### src/rtl/rs232_pkg.sv
// Shared definitions for the RS232 transmit and receive paths: frame FSM encoding,
// data width and bit-period helper.
package rs232_pkg;

  localparam int unsigned DATA_BITS = 8;

  typedef enum logic [2:0] {
    StIdle,
    StStart,
    StData,
    StParity,
    StStop
  } rs232_state_e;

  // Integer division; caller guarantees the result is at least 2.
  function automatic int unsigned clks_per_bit(input int unsigned clk_hz,
                                               input int unsigned baud);
    return clk_hz / baud;
  endfunction

endpackage

### src/rtl/rs232_tx_fifo.sv
// Synchronous FIFO feeding the RS232 transmitter. Pointers carry one extra wrap bit so
// full and empty are distinguishable; level is the entry count.
module tx_fifo #(
  parameter int unsigned DEPTH = 16,
  parameter int unsigned WIDTH = 8
) (
  input  logic                       clk_i,
  input  logic                       rst_ni,
  input  logic                       push_i,
  input  logic [WIDTH-1:0]           wdata_i,
  input  logic                       pop_i,
  output logic [WIDTH-1:0]           rdata_o,
  output logic                       full_o,
  output logic                       empty_o,
  output logic [$clog2(DEPTH+1)-1:0] level_o
);

  localparam int unsigned AddrW = $clog2(DEPTH);

  logic [AddrW:0]   wr_ptr_q, rd_ptr_q;
  logic [WIDTH-1:0] mem_q [DEPTH];
  logic             push_en, pop_en;

  assign full_o  = (wr_ptr_q[AddrW] != rd_ptr_q[AddrW]) &&
                   (wr_ptr_q[AddrW-1:0] == rd_ptr_q[AddrW-1:0]);
  assign empty_o = (wr_ptr_q == rd_ptr_q);
  assign push_en = push_i & ~full_o;
  assign pop_en  = pop_i & ~empty_o;
  assign rdata_o = mem_q[rd_ptr_q[AddrW-1:0]];
  assign level_o = wr_ptr_q - rd_ptr_q;

  always_ff @(posedge clk_i or negedge rst_ni) begin
    if (!rst_ni) begin
      wr_ptr_q <= '0;
      rd_ptr_q <= '0;
    end else begin
      if (push_en) wr_ptr_q <= wr_ptr_q + 1'b1;
      if (pop_en)  rd_ptr_q <= rd_ptr_q + 1'b1;
    end
  end

  // Storage needs no reset; only entries between the pointers are ever read.
  always_ff @(posedge clk_i) begin
    if (push_en) mem_q[wr_ptr_q[AddrW-1:0]] <= wdata_i;
  end

endmodule

### src/rtl/rs232_tx.sv
// RS232 transmitter: buffered 8N1 UART TX, LSB first, idle-high line.
// Define RS232_TX_PARITY_EN to insert a parity bit (even/odd via PARITY_ODD).
module rs232_tx
  import rs232_pkg::*;
#(
  parameter int unsigned CLK_HZ     = 12000000,
  parameter int unsigned BAUD       = 9600,
  parameter int unsigned FIFO_DEPTH = 16,
  parameter int unsigned PARITY_ODD = 0
) (
  input  logic                            clk,
  input  logic                            rst_n,
  input  logic [7:0]                      data,
  input  logic                            valid,
  output logic                            ready,
  output logic                            TX,
  output logic                            busy,
  output logic [$clog2(FIFO_DEPTH+1)-1:0] level
);

  localparam int unsigned ClksPerBit = clks_per_bit(CLK_HZ, BAUD);
  localparam int unsigned CntW       = $clog2(ClksPerBit);

  rs232_state_e         state_q, state_d;
  logic [CntW-1:0]      cnt_q, cnt_d;
  logic [2:0]           idx_q, idx_d;
  logic [DATA_BITS-1:0] shift_q, shift_d;
  logic                 tx_q, tx_d;
  logic                 cnt_tc;

  logic                 fifo_pop, fifo_full, fifo_empty;
  logic [DATA_BITS-1:0] fifo_rdata;

  tx_fifo #(
    .DEPTH (FIFO_DEPTH),
    .WIDTH (DATA_BITS)
  ) u_fifo (
    .clk_i   (clk),
    .rst_ni  (rst_n),
    .push_i  (valid),
    .wdata_i (data),
    .pop_i   (fifo_pop),
    .rdata_o (fifo_rdata),
    .full_o  (fifo_full),
    .empty_o (fifo_empty),
    .level_o (level)
  );

  assign ready  = ~fifo_full;
  assign TX     = tx_q;
  assign busy   = (state_q != StIdle) || (level != '0);
  assign cnt_tc = (cnt_q == CntW'(ClksPerBit - 1));

`ifdef RS232_TX_PARITY_EN
  logic parity_q, parity_d;

  always_ff @(posedge clk or negedge rst_n) begin
    if (!rst_n) parity_q <= 1'b0;
    else        parity_q <= parity_d;
  end

  always_comb begin
    parity_d = parity_q;
    if (fifo_pop) parity_d = (^fifo_rdata) ^ (PARITY_ODD != 0);
  end
`else
  logic unused_parity_odd;
  assign unused_parity_odd = ^PARITY_ODD;
`endif

  always_comb begin
    state_d  = state_q;
    cnt_d    = cnt_q;
    idx_d    = idx_q;
    shift_d  = shift_q;
    tx_d     = tx_q;
    fifo_pop = 1'b0;

    unique case (state_q)
      StIdle: begin
        if (!fifo_empty) begin
          fifo_pop = 1'b1;
          shift_d  = fifo_rdata;
          tx_d     = 1'b0;
          cnt_d    = '0;
          state_d  = StStart;
        end
      end
      StStart: begin
        if (cnt_tc) begin
          cnt_d   = '0;
          idx_d   = '0;
          tx_d    = shift_q[0];
          shift_d = shift_q >> 1;
          state_d = StData;
        end else begin
          cnt_d = cnt_q + 1'b1;
        end
      end
      StData: begin
        if (cnt_tc) begin
          cnt_d = '0;
          if (idx_q == 3'(DATA_BITS - 1)) begin
`ifdef RS232_TX_PARITY_EN
            tx_d    = parity_q;
            state_d = StParity;
`else
            tx_d    = 1'b1;
            state_d = StStop;
`endif
          end else begin
            idx_d   = idx_q + 1'b1;
            tx_d    = shift_q[0];
            shift_d = shift_q >> 1;
          end
        end else begin
          cnt_d = cnt_q + 1'b1;
        end
      end
`ifdef RS232_TX_PARITY_EN
      StParity: begin
        if (cnt_tc) begin
          cnt_d   = '0;
          tx_d    = 1'b1;
          state_d = StStop;
        end else begin
          cnt_d = cnt_q + 1'b1;
        end
      end
`endif
      StStop: begin
        if (cnt_tc) begin
          cnt_d = '0;
          // Back-to-back frames: the next start bit follows the stop bit directly.
          if (!fifo_empty) begin
            fifo_pop = 1'b1;
            shift_d  = fifo_rdata;
            tx_d     = 1'b0;
            state_d  = StStart;
          end else begin
            state_d = StIdle;
          end
        end else begin
          cnt_d = cnt_q + 1'b1;
        end
      end
      default: begin
        tx_d    = 1'b1;
        state_d = StIdle;
      end
    endcase
  end

  always_ff @(posedge clk or negedge rst_n) begin
    if (!rst_n) begin
      state_q <= StIdle;
      cnt_q   <= '0;
      idx_q   <= '0;
      shift_q <= '0;
      tx_q    <= 1'b1;
    end else begin
      state_q <= state_d;
      cnt_q   <= cnt_d;
      idx_q   <= idx_d;
      shift_q <= shift_d;
      tx_q    <= tx_d;
    end
  end

endmodule

### config.mk
export PLATFORM = sky130hd
export DESIGN_NAME = rs232_tx
export DESIGN_NICKNAME = d
export VERILOG_FILES = /design/src/rtl/rs232_pkg.sv /design/src/rtl/rs232_tx_fifo.sv /design/src/rtl/rs232_tx.sv
export SDC_FILE = /design/constraint.sdc
export NUM_CORES = 1
export LEC_CHECK = 0
export ABC_CLOCK_PERIOD_IN_PS = 2900
export BUFFER_PORTS_ARGS = -buffer_cell sky130_fd_sc_hd__buf_2
export CAP_MARGIN = 20
export CORE_MARGIN = 2
export CORE_UTILIZATION = 37
export DETAILED_ROUTE_END_ITERATION = 16
export SKIP_CTS_REPAIR_TIMING = 1
export SLEW_MARGIN = 20
export SYNTH_ARGS = -nofsm -noshare
export SYNTH_HDL_FRONTEND = slang
export SYNTH_SLANG_ARGS = --single-unit
export TNS_END_PERCENT = 5
### constraint.sdc
create_clock -name clk -period 2.9 [get_ports clk]
set_input_delay 0.29 -clock clk [delete_from_list [all_inputs] [get_ports clk]]
set_output_delay 0.29 -clock clk [all_outputs]
set_load 0.02 [all_outputs]
* Word-level counts from Yosys, hierarchy flattened
Memories as Yosys holds them, arrays and structs flattened.
Index checks and enable logic that the tools add are counted.
** Word-level totals
- Output and inout bits :: 8
- Bits of input ports :: 11
- Logic and storage cells :: 76
- Bits in writable memories :: 128
- Latch bits :: 0
- ROM bits :: 0
- Bits in registers :: 36
- Memories :: 1
** Operators by class
- Multipliers :: 0
- Mux-type cells :: 31
- Reduce and logical (&&, ||, !) cells :: 14
- $lt $le $gt $ge :: 0
- Divide/modulo/power cells :: 0
- Shift operators :: 0
- Bitwise gates (word level) :: 4
- Equal/unequal tests :: 14
- Add/subtract/negate cells :: 5
** Memories
- u_fifo.mem_q :: words 16, bits a word 8, read ports 1, clocked after memory_dff 0, wr ports 1, line rs232_tx_fifo.sv:21 : logic [WIDTH-1:0] mem_q [DEPTH];
** Operators by type and width (number)
- two-way mux 8 bit :: 5
- one-hot mux 8 bit (4 select lines) :: 1
- two-way mux 3 bit :: 8
- two-way mux 11 bit :: 2
- one-hot mux 11 bit (2 select lines) :: 1
- inequality test 2 bit (second input constant) :: 6
- one-hot mux 3 bit (4 select lines) :: 1
- adder 11 x 1 -> 11 bit (second input constant) :: 1
- == test 11 bit (second input constant) :: 1
- adder 5 x 1 -> 5 bit (second input constant) :: 2
- two-way mux 1 bit :: 10
- AND reduction 5 bit :: 2
- == test 3 bit (second input constant) :: 2
- one-hot mux 3 bit (2 select lines) :: 1
- == test 5 bit :: 1
- nonzero test 5 bit :: 1
- subtractor 5 bit :: 1
- == test 4 bit :: 1
- one-hot mux 1 bit (4 select lines) :: 1
- AND reduction 4 bit :: 1
- nonzero test 2 bit :: 2
- nonzero test 4 bit :: 1
- adder 3 x 1 -> 3 bit (second input constant) :: 1
- == test 3 x 1 -> 1 bit (second input constant) :: 1
- other kinds (12) :: 14

* Depth between registers and ports, before layout
- Depth in word-level cells :: 6
- Mapped depth :: 9
- Mapped depth without buffers :: 8

* Cells and area by module
A second synthesis with hierarchy kept.
** Unflattened totals
- Cells, all modules :: 441
- Area total of the unflattened synthesis :: 7173.1 um^2
** By module, submodules not included
- tx_fifo :: seq. area each 4093.9 um^2, cells an instance 299, area an instance 5696.7 um^2, times used 1
- rs232_tx :: seq. area each 651.9 um^2, cells an instance 142, area an instance 1476.4 um^2, times used 1

* Worst setup path after synthesis
Ideal clock, no wire load.
- Path type :: reg2reg
- Start :: register u_fifo.rd_ptr_q[1]
- End :: memory u_fifo.mem_q[15][0], enable pin
- Period minus slack after synthesis :: 2.509 ns
- Arrival :: 2.170 ns
- Path buffers :: 2
- Setup time :: 0.338 ns
- Path slack :: 0.391 ns
- Required time :: 2.562 ns
- Cell stages (with the launch flop) :: 9
- Cells stage by stage :: dfrtp_1 -> buf_4 -> inv_2 -> ha_1 -> and4_1 -> nand2b_1 -> and2_1 -> buf_2 -> and4_1
** Between the ends
- Cells in the longest elaborated chain, start to end :: 6
** Ends and longest elaborated chain
- start: declaration :: line rs232_tx_fifo.sv:20 : logic [AddrW:0] wr_ptr_q, rd_ptr_q;
- start signal: assignment :: line rs232_tx_fifo.sv:38 : if (pop_en) rd_ptr_q <= rd_ptr_q + 1'b1;
- == test 4 bit :: line rs232_tx_fifo.sv:25 : (wr_ptr_q[AddrW-1:0] == rd_ptr_q[AddrW-1:0]);
- logical AND 1 bit :: line rs232_tx_fifo.sv:24 : assign full_o = (wr_ptr_q[AddrW] != rd_ptr_q[AddrW]) &&
- inverter 1 bit
- net ready :: line rs232_tx.sv:15 : output logic ready,
- AND 1 bit :: line rs232_tx_fifo.sv:27 : assign push_en = push_i & ~full_o;
- two-way mux 1 bit :: line rs232_tx_fifo.sv:44 : if (push_en) mem_q[wr_ptr_q[AddrW-1:0]] <= wdata_i;
- two-way mux 1 bit (not written as such) :: line rs232_tx_fifo.sv:44
- end: declaration :: line rs232_tx_fifo.sv:21
The timed path passes the listed nets, and every way through them passes these cells.

* Worst setup path in the final report
- Start :: register u_fifo.wr_ptr_q[0]
- End :: output busy
** Between the ends
- Cells in the longest elaborated chain, start to end :: 3
** Ends and longest elaborated chain
- start: declaration :: line rs232_tx_fifo.sv:20
- start signal: assignment :: line rs232_tx_fifo.sv:37 : if (push_en) wr_ptr_q <= wr_ptr_q + 1'b1;
- subtractor 5 bit :: line rs232_tx_fifo.sv:30 : assign level_o = wr_ptr_q - rd_ptr_q;
- nonzero test 5 bit :: line rs232_tx.sv:51 : assign busy = (state_q != StIdle) || (level != '0);
- logical OR 1 bit :: line rs232_tx.sv:51
- end: declaration :: line rs232_tx.sv:17 : output logic busy,
Every way passes these cells.

==> impl_metrics.prom <==
# TYPE chip_impl_metric gauge
chip_impl_info{name="status",value="finished with violations"} 1
chip_impl_info{name="failed_checks",value="negative hold slack"} 1
chip_impl_metric{name="hold_violations",unit=""} 35
chip_impl_info{name="min_path_type",value="input port to asynchronous set/reset pin"} 1
chip_impl_metric{name="synth_edf_count",unit=""} 128
chip_impl_metric{name="p_sw",unit="W"} 0.00157
chip_impl_metric{name="synthesized_nets",unit=""} 486
chip_impl_metric{name="m1WireLength",unit="µm"} 6510
chip_impl_metric{name="placed_cell_area",unit="µm²"} 7470
chip_impl_metric{name="floorplan.initialDensity",unit=""} 0.379
chip_impl_metric{name="report.power.total",unit="W"} 0.00592
chip_impl_info{name="dr.max_layer_used",value="met4"} 1
chip_impl_metric{name="synth.ff_latch_count",unit=""} 164
chip_impl_metric{name="final-setup-viol-count",unit=""} 0
chip_impl_metric{name="critical_path.max_fanout",unit=""} 4
chip_impl_metric{name="yosys_synthesis_warning_count",unit=""} 0
chip_impl_metric{name="diodes",unit=""} 0
chip_impl_metric{name="die_area",unit="µm²"} 20400
chip_impl_metric{name="drtPass1Iterations",unit=""} 5
chip_impl_metric{name="overflow",unit=""} 0
chip_impl_metric{name="viasPerCell",unit=""} 5.20
chip_impl_metric{name="max_cap_violations",unit=""} 0
chip_impl_metric{name="min_period",unit="ns"} 2.81
chip_impl_metric{name="timing.final.crit_share",unit=""} 0.970
chip_impl_metric{name="gpl.final_weighted_congestion",unit=""} 0.814
chip_impl_metric{name="sequentialPowerShare",unit=""} 0.479
chip_impl_metric{name="totalWireLength",unit="µm"} 14500
chip_impl_metric{name="p_int",unit="W"} 0.00434
chip_impl_metric{name="htree_num_levels",unit=""} 4
chip_impl_metric{name="global_route.usage.total",unit=""} 0.155
chip_impl_metric{name="power.clock.fraction",unit=""} 0.383
chip_impl_metric{name="number_of_antenna_violations_at_the_first_check_in_global_routing",unit=""} 0
chip_impl_metric{name="arrival",unit="ns"} 2.52
chip_impl_metric{name="ctsLongestPathBuffers",unit=""} 2
chip_impl_info{name="cts_tree",value="built"} 1
chip_impl_metric{name="dr_total_vias",unit=""} 3929
chip_impl_metric{name="first_iter_violations",unit=""} 240
chip_impl_metric{name="core_region_area",unit="µm²"} 18800
chip_impl_metric{name="final_antenna_net_count",unit=""} 0
chip_impl_metric{name="fp-row-count",unit=""} 50
chip_impl_metric{name="cts_made_buffers",unit=""} 17
chip_impl_metric{name="setup.reg_to_reg.worst_slack",unit="ns"} 0.36
chip_impl_metric{name="highest_clock_rate",unit="MHz"} 355
chip_impl_info{name="critPathKind",value="register to output pin"} 1
chip_impl_metric{name="syn-instance-count",unit=""} 461
chip_impl_metric{name="clock_insertion_delay_worst_skew",unit="ns"} 0.43
chip_impl_metric{name="setup_total_negative_slack",unit="ns"} 0
chip_impl_metric{name="route.met2.wl",unit="µm"} 7260
chip_impl_metric{name="dieHeight",unit="µm"} 143
chip_impl_metric{name="grt_start_max_net_pins",unit=""} 40
chip_impl_metric{name="power.static_leakage",unit="nW"} 2.93
chip_impl_metric{name="met3WireLength",unit="µm"} 516
chip_impl_metric{name="netlist_area_before_placement",unit="µm²"} 7130
chip_impl_metric{name="cp_data_required_time",unit="ns"} 2.61
chip_impl_metric{name="remaining_drc_errors",unit=""} 0
chip_impl_info{name="clockRootBuffer",value="sky130_fd_sc_hd__clkbuf_16"} 1
chip_impl_metric{name="synth_seq_area_share",unit=""} 0.665
chip_impl_metric{name="final_layout_size_suffix_gt1_frac",unit=""} 0.198
chip_impl_info{name="worstSetupEndpointType",value="output pin"} 1
chip_impl_metric{name="first_global_vias",unit=""} 4105
chip_impl_info{name="timing.rr.start",value="u_fifo.rd_ptr_q[0]"} 1
chip_impl_info{name="worstReg2RegEnd",value="shift_q[1]"} 1
chip_impl_metric{name="ioPinCount",unit=""} 19
chip_impl_metric{name="dieWidth",unit="µm"} 143
chip_impl_metric{name="finish.net_count",unit=""} 509
chip_impl_metric{name="vdd_drop_max",unit="µV"} 530
chip_impl_metric{name="timing.max_slew.rel_slack",unit=""} 0.452
chip_impl_metric{name="hold-worst-slack",unit="ns"} -0.0571
chip_impl_metric{name="clkSinkCount",unit=""} 164
chip_impl_metric{name="worst-slew-pin-transition",unit="ns"} 0.823
chip_impl_metric{name="finalClockSkew",unit="ns"} 0.00953
chip_impl_metric{name="grt_pass1_wl",unit="µm"} 23300
chip_impl_metric{name="worst_r2r_path_depth",unit=""} 4
chip_impl_metric{name="clkTransAtPathRegs",unit="ns"} 0.07
chip_impl_info{name="worst_setup_path_start_kind",value="register"} 1
chip_impl_info{name="synth_top_flop_cell",value="sky130_fd_sc_hd__edfxtp_1"} 1
chip_impl_metric{name="route.detailed.wl_per_inst",unit="µm"} 19.2
chip_impl_metric{name="maxSlewViolCount",unit=""} 0
chip_impl_metric{name="place_hpwl",unit="µm"} 9560
chip_impl_metric{name="synth.distinct_cells",unit=""} 60
chip_impl_metric{name="combinational_power_share",unit=""} 0.138
chip_impl_metric{name="asyncSetResetFlopFracSynth",unit=""} 0.220
chip_impl_metric{name="cellPowerDensity",unit="nW/µm²"} 732
chip_impl_metric{name="synth_area_per_cell",unit="µm²"} 15.5
chip_impl_metric{name="area_delta_synth_final",unit="%"} 13.2
chip_impl_metric{name="place.port_buffers",unit=""} 18
chip_impl_metric{name="swShare",unit=""} 0.266
chip_impl_metric{name="finish.instance_area",unit="µm²"} 8080
-- flip-flops by register name, indices dropped and copies added (netlist names) --
signal,flops
u_fifo.mem_q,128
cnt_q,11
shift_q,8
u_fifo.rd_ptr_q,5
u_fifo.wr_ptr_q,5
idx_q,3
state_q,3
TX,1
-- routing by layer --
metal  vias to the layer above  GRT usage
met5                         -          0
met4                         0     0.0547
met3                        20     0.0402
met2                        70      0.251
met1                      2011      0.204
li1                       1828          -
-- layout by cell type (no fill, tap or decap), types with 6 or more instances in the layout --
master and count:
sky130_fd_sc_hd__a21oi_1 7, sky130_fd_sc_hd__nor3_1 7, sky130_fd_sc_hd__nand3_1 13, sky130_fd_sc_hd__buf_2 18
sky130_fd_sc_hd__o21ai_0 10, sky130_fd_sc_hd__and4_1 6, sky130_fd_sc_hd__a22o_1 6, sky130_fd_sc_hd__edfxtp_1 128
sky130_fd_sc_hd__and2_1 7, sky130_fd_sc_hd__xnor2_1 10, sky130_fd_sc_hd__buf_4 9, sky130_fd_sc_hd__nor2_1 23
sky130_fd_sc_hd__mux4_2 20, sky130_fd_sc_hd__o22ai_1 7, sky130_fd_sc_hd__inv_1 10, sky130_fd_sc_hd__mux2i_1 28
sky130_fd_sc_hd__ha_1 12, sky130_fd_sc_hd__nand2_1 25, sky130_fd_sc_hd__nand4_1 7, sky130_fd_sc_hd__inv_6 6
sky130_fd_sc_hd__clkbuf_16 17, sky130_fd_sc_hd__dfrtp_1 33, sky130_fd_sc_hd__and3_1 12, sky130_fd_sc_hd__o21ai_1 6
-- cell usage after synthesis, drive strengths merged (4+ instances only) --
cell     number  share of area
inv          12         0.0063
buf          18          0.017
nor2         24          0.014
and3         12          0.011
a21o          5         0.0053
and4          6         0.0074
nor3          7         0.0049
nand2        25          0.013
a2111oi       7          0.011
o31ai         7         0.0088
o21ai        16          0.011
a21oi         8         0.0061
dfrtp        35           0.12
nand4         7         0.0061
clkbuf        5         0.0026
edfxtp      128           0.54
ha           13          0.023
a22o          6         0.0074
or3           4         0.0035
xnor2        10          0.012
and2          7         0.0061
o22ai         8         0.0079
mux2i        29          0.041
nand3        13         0.0091
mux4         21          0.067
-- final cells by class --
class / instances / area [µm²]
repair buffers: 27 / 158
flip-flops and latches: 164 / 4750
fillers: 1675 / 10800
well taps: 260 / 325
multi-input cells: 262 / 2210
inverters: 12 / 45.0
clock inverters: 14 / 168
clock buffers: 17 / 425
-- power by group through the flow --
| stage | Sequential (W) | Clock (W) | Combinational, W |
|---|---|---|---|
| 2_1_floorplan | 0.00285 | 0 | 0.000537 |
| 3_3_place_gp | 0.00288 | 0 | 0.000794 |
| 3_5_place_dp | 0.00289 | 0 | 0.000804 |
| 4_1_cts | 0.00284 | 0.00231 | 0.000808 |
| 5_1_grt | 0.00285 | 0.00242 | 0.000890 |
| 6_report | 0.00283 | 0.00227 | 0.000815 |
-- metrics by stage --
stage,cells,util,worst slack (ns),hold slack (ns)
after CTS,755,0.428,-0.0621,-0.0161
final,756,0.429,0.0857,-0.0571
after global routing,756,0.429,-0.000353,0.0237
after global placement,724,0.397,0.330,0.433
after detailed placement,724,0.397,0.325,0.447
after floorplan,461,-,0.391,-0.00559
-- logic make-up (layout without fill, tap and decap cells) --
logic type | count (synthesis) | in the layout | share of synthesized area
buf+inv | 35 | 70 | 0.0258
fa+ha+maj | 14 | 14 | 0.0256
simple gates | 118 | 118 | 0.0880
flops | 164 | 164 | 0.665
xor+xnor | 13 | 13 | 0.0170
compound gates | 64 | 64 | 0.0656
mux | 53 | 53 | 0.113
-- worst max-delay path by stage --
stage | startpoint | to | slack, ns | cells past startpoint
final | u_fifo.wr_ptr_q[0] | busy | 0.09 | 9
after global placement | u_fifo.rd_ptr_q[0] | shift_q[1] | 0.33 | 4
after CTS | u_fifo.wr_ptr_q[0] | busy | -0.06 | 9
after detailed placement | u_fifo.rd_ptr_q[0] | shift_q[1] | 0.33 | 4
after global routing | u_fifo.wr_ptr_q[0] | busy | -0.0004 | 9
after floorplan | u_fifo.rd_ptr_q[1] | u_fifo.mem_q[15][0] | 0.39 | 8
-- worst max-delay path, stage by stage, from the launching register on --
cell and delay [ns]:
sky130_fd_sc_hd__dfrtp_1 0.37, sky130_fd_sc_hd__inv_1 0.14, sky130_fd_sc_hd__ha_2 0.22, sky130_fd_sc_hd__fa_2 0.22, sky130_fd_sc_hd__inv_1 0.04, sky130_fd_sc_hd__a21o_1 0.14
sky130_fd_sc_hd__a21oi_1 0.18, sky130_fd_sc_hd__xnor2_1 0.09, sky130_fd_sc_hd__or4_1 0.51, sky130_fd_sc_hd__buf_2 0.17
Note: power is estimated with default switching activity, not from simulation.
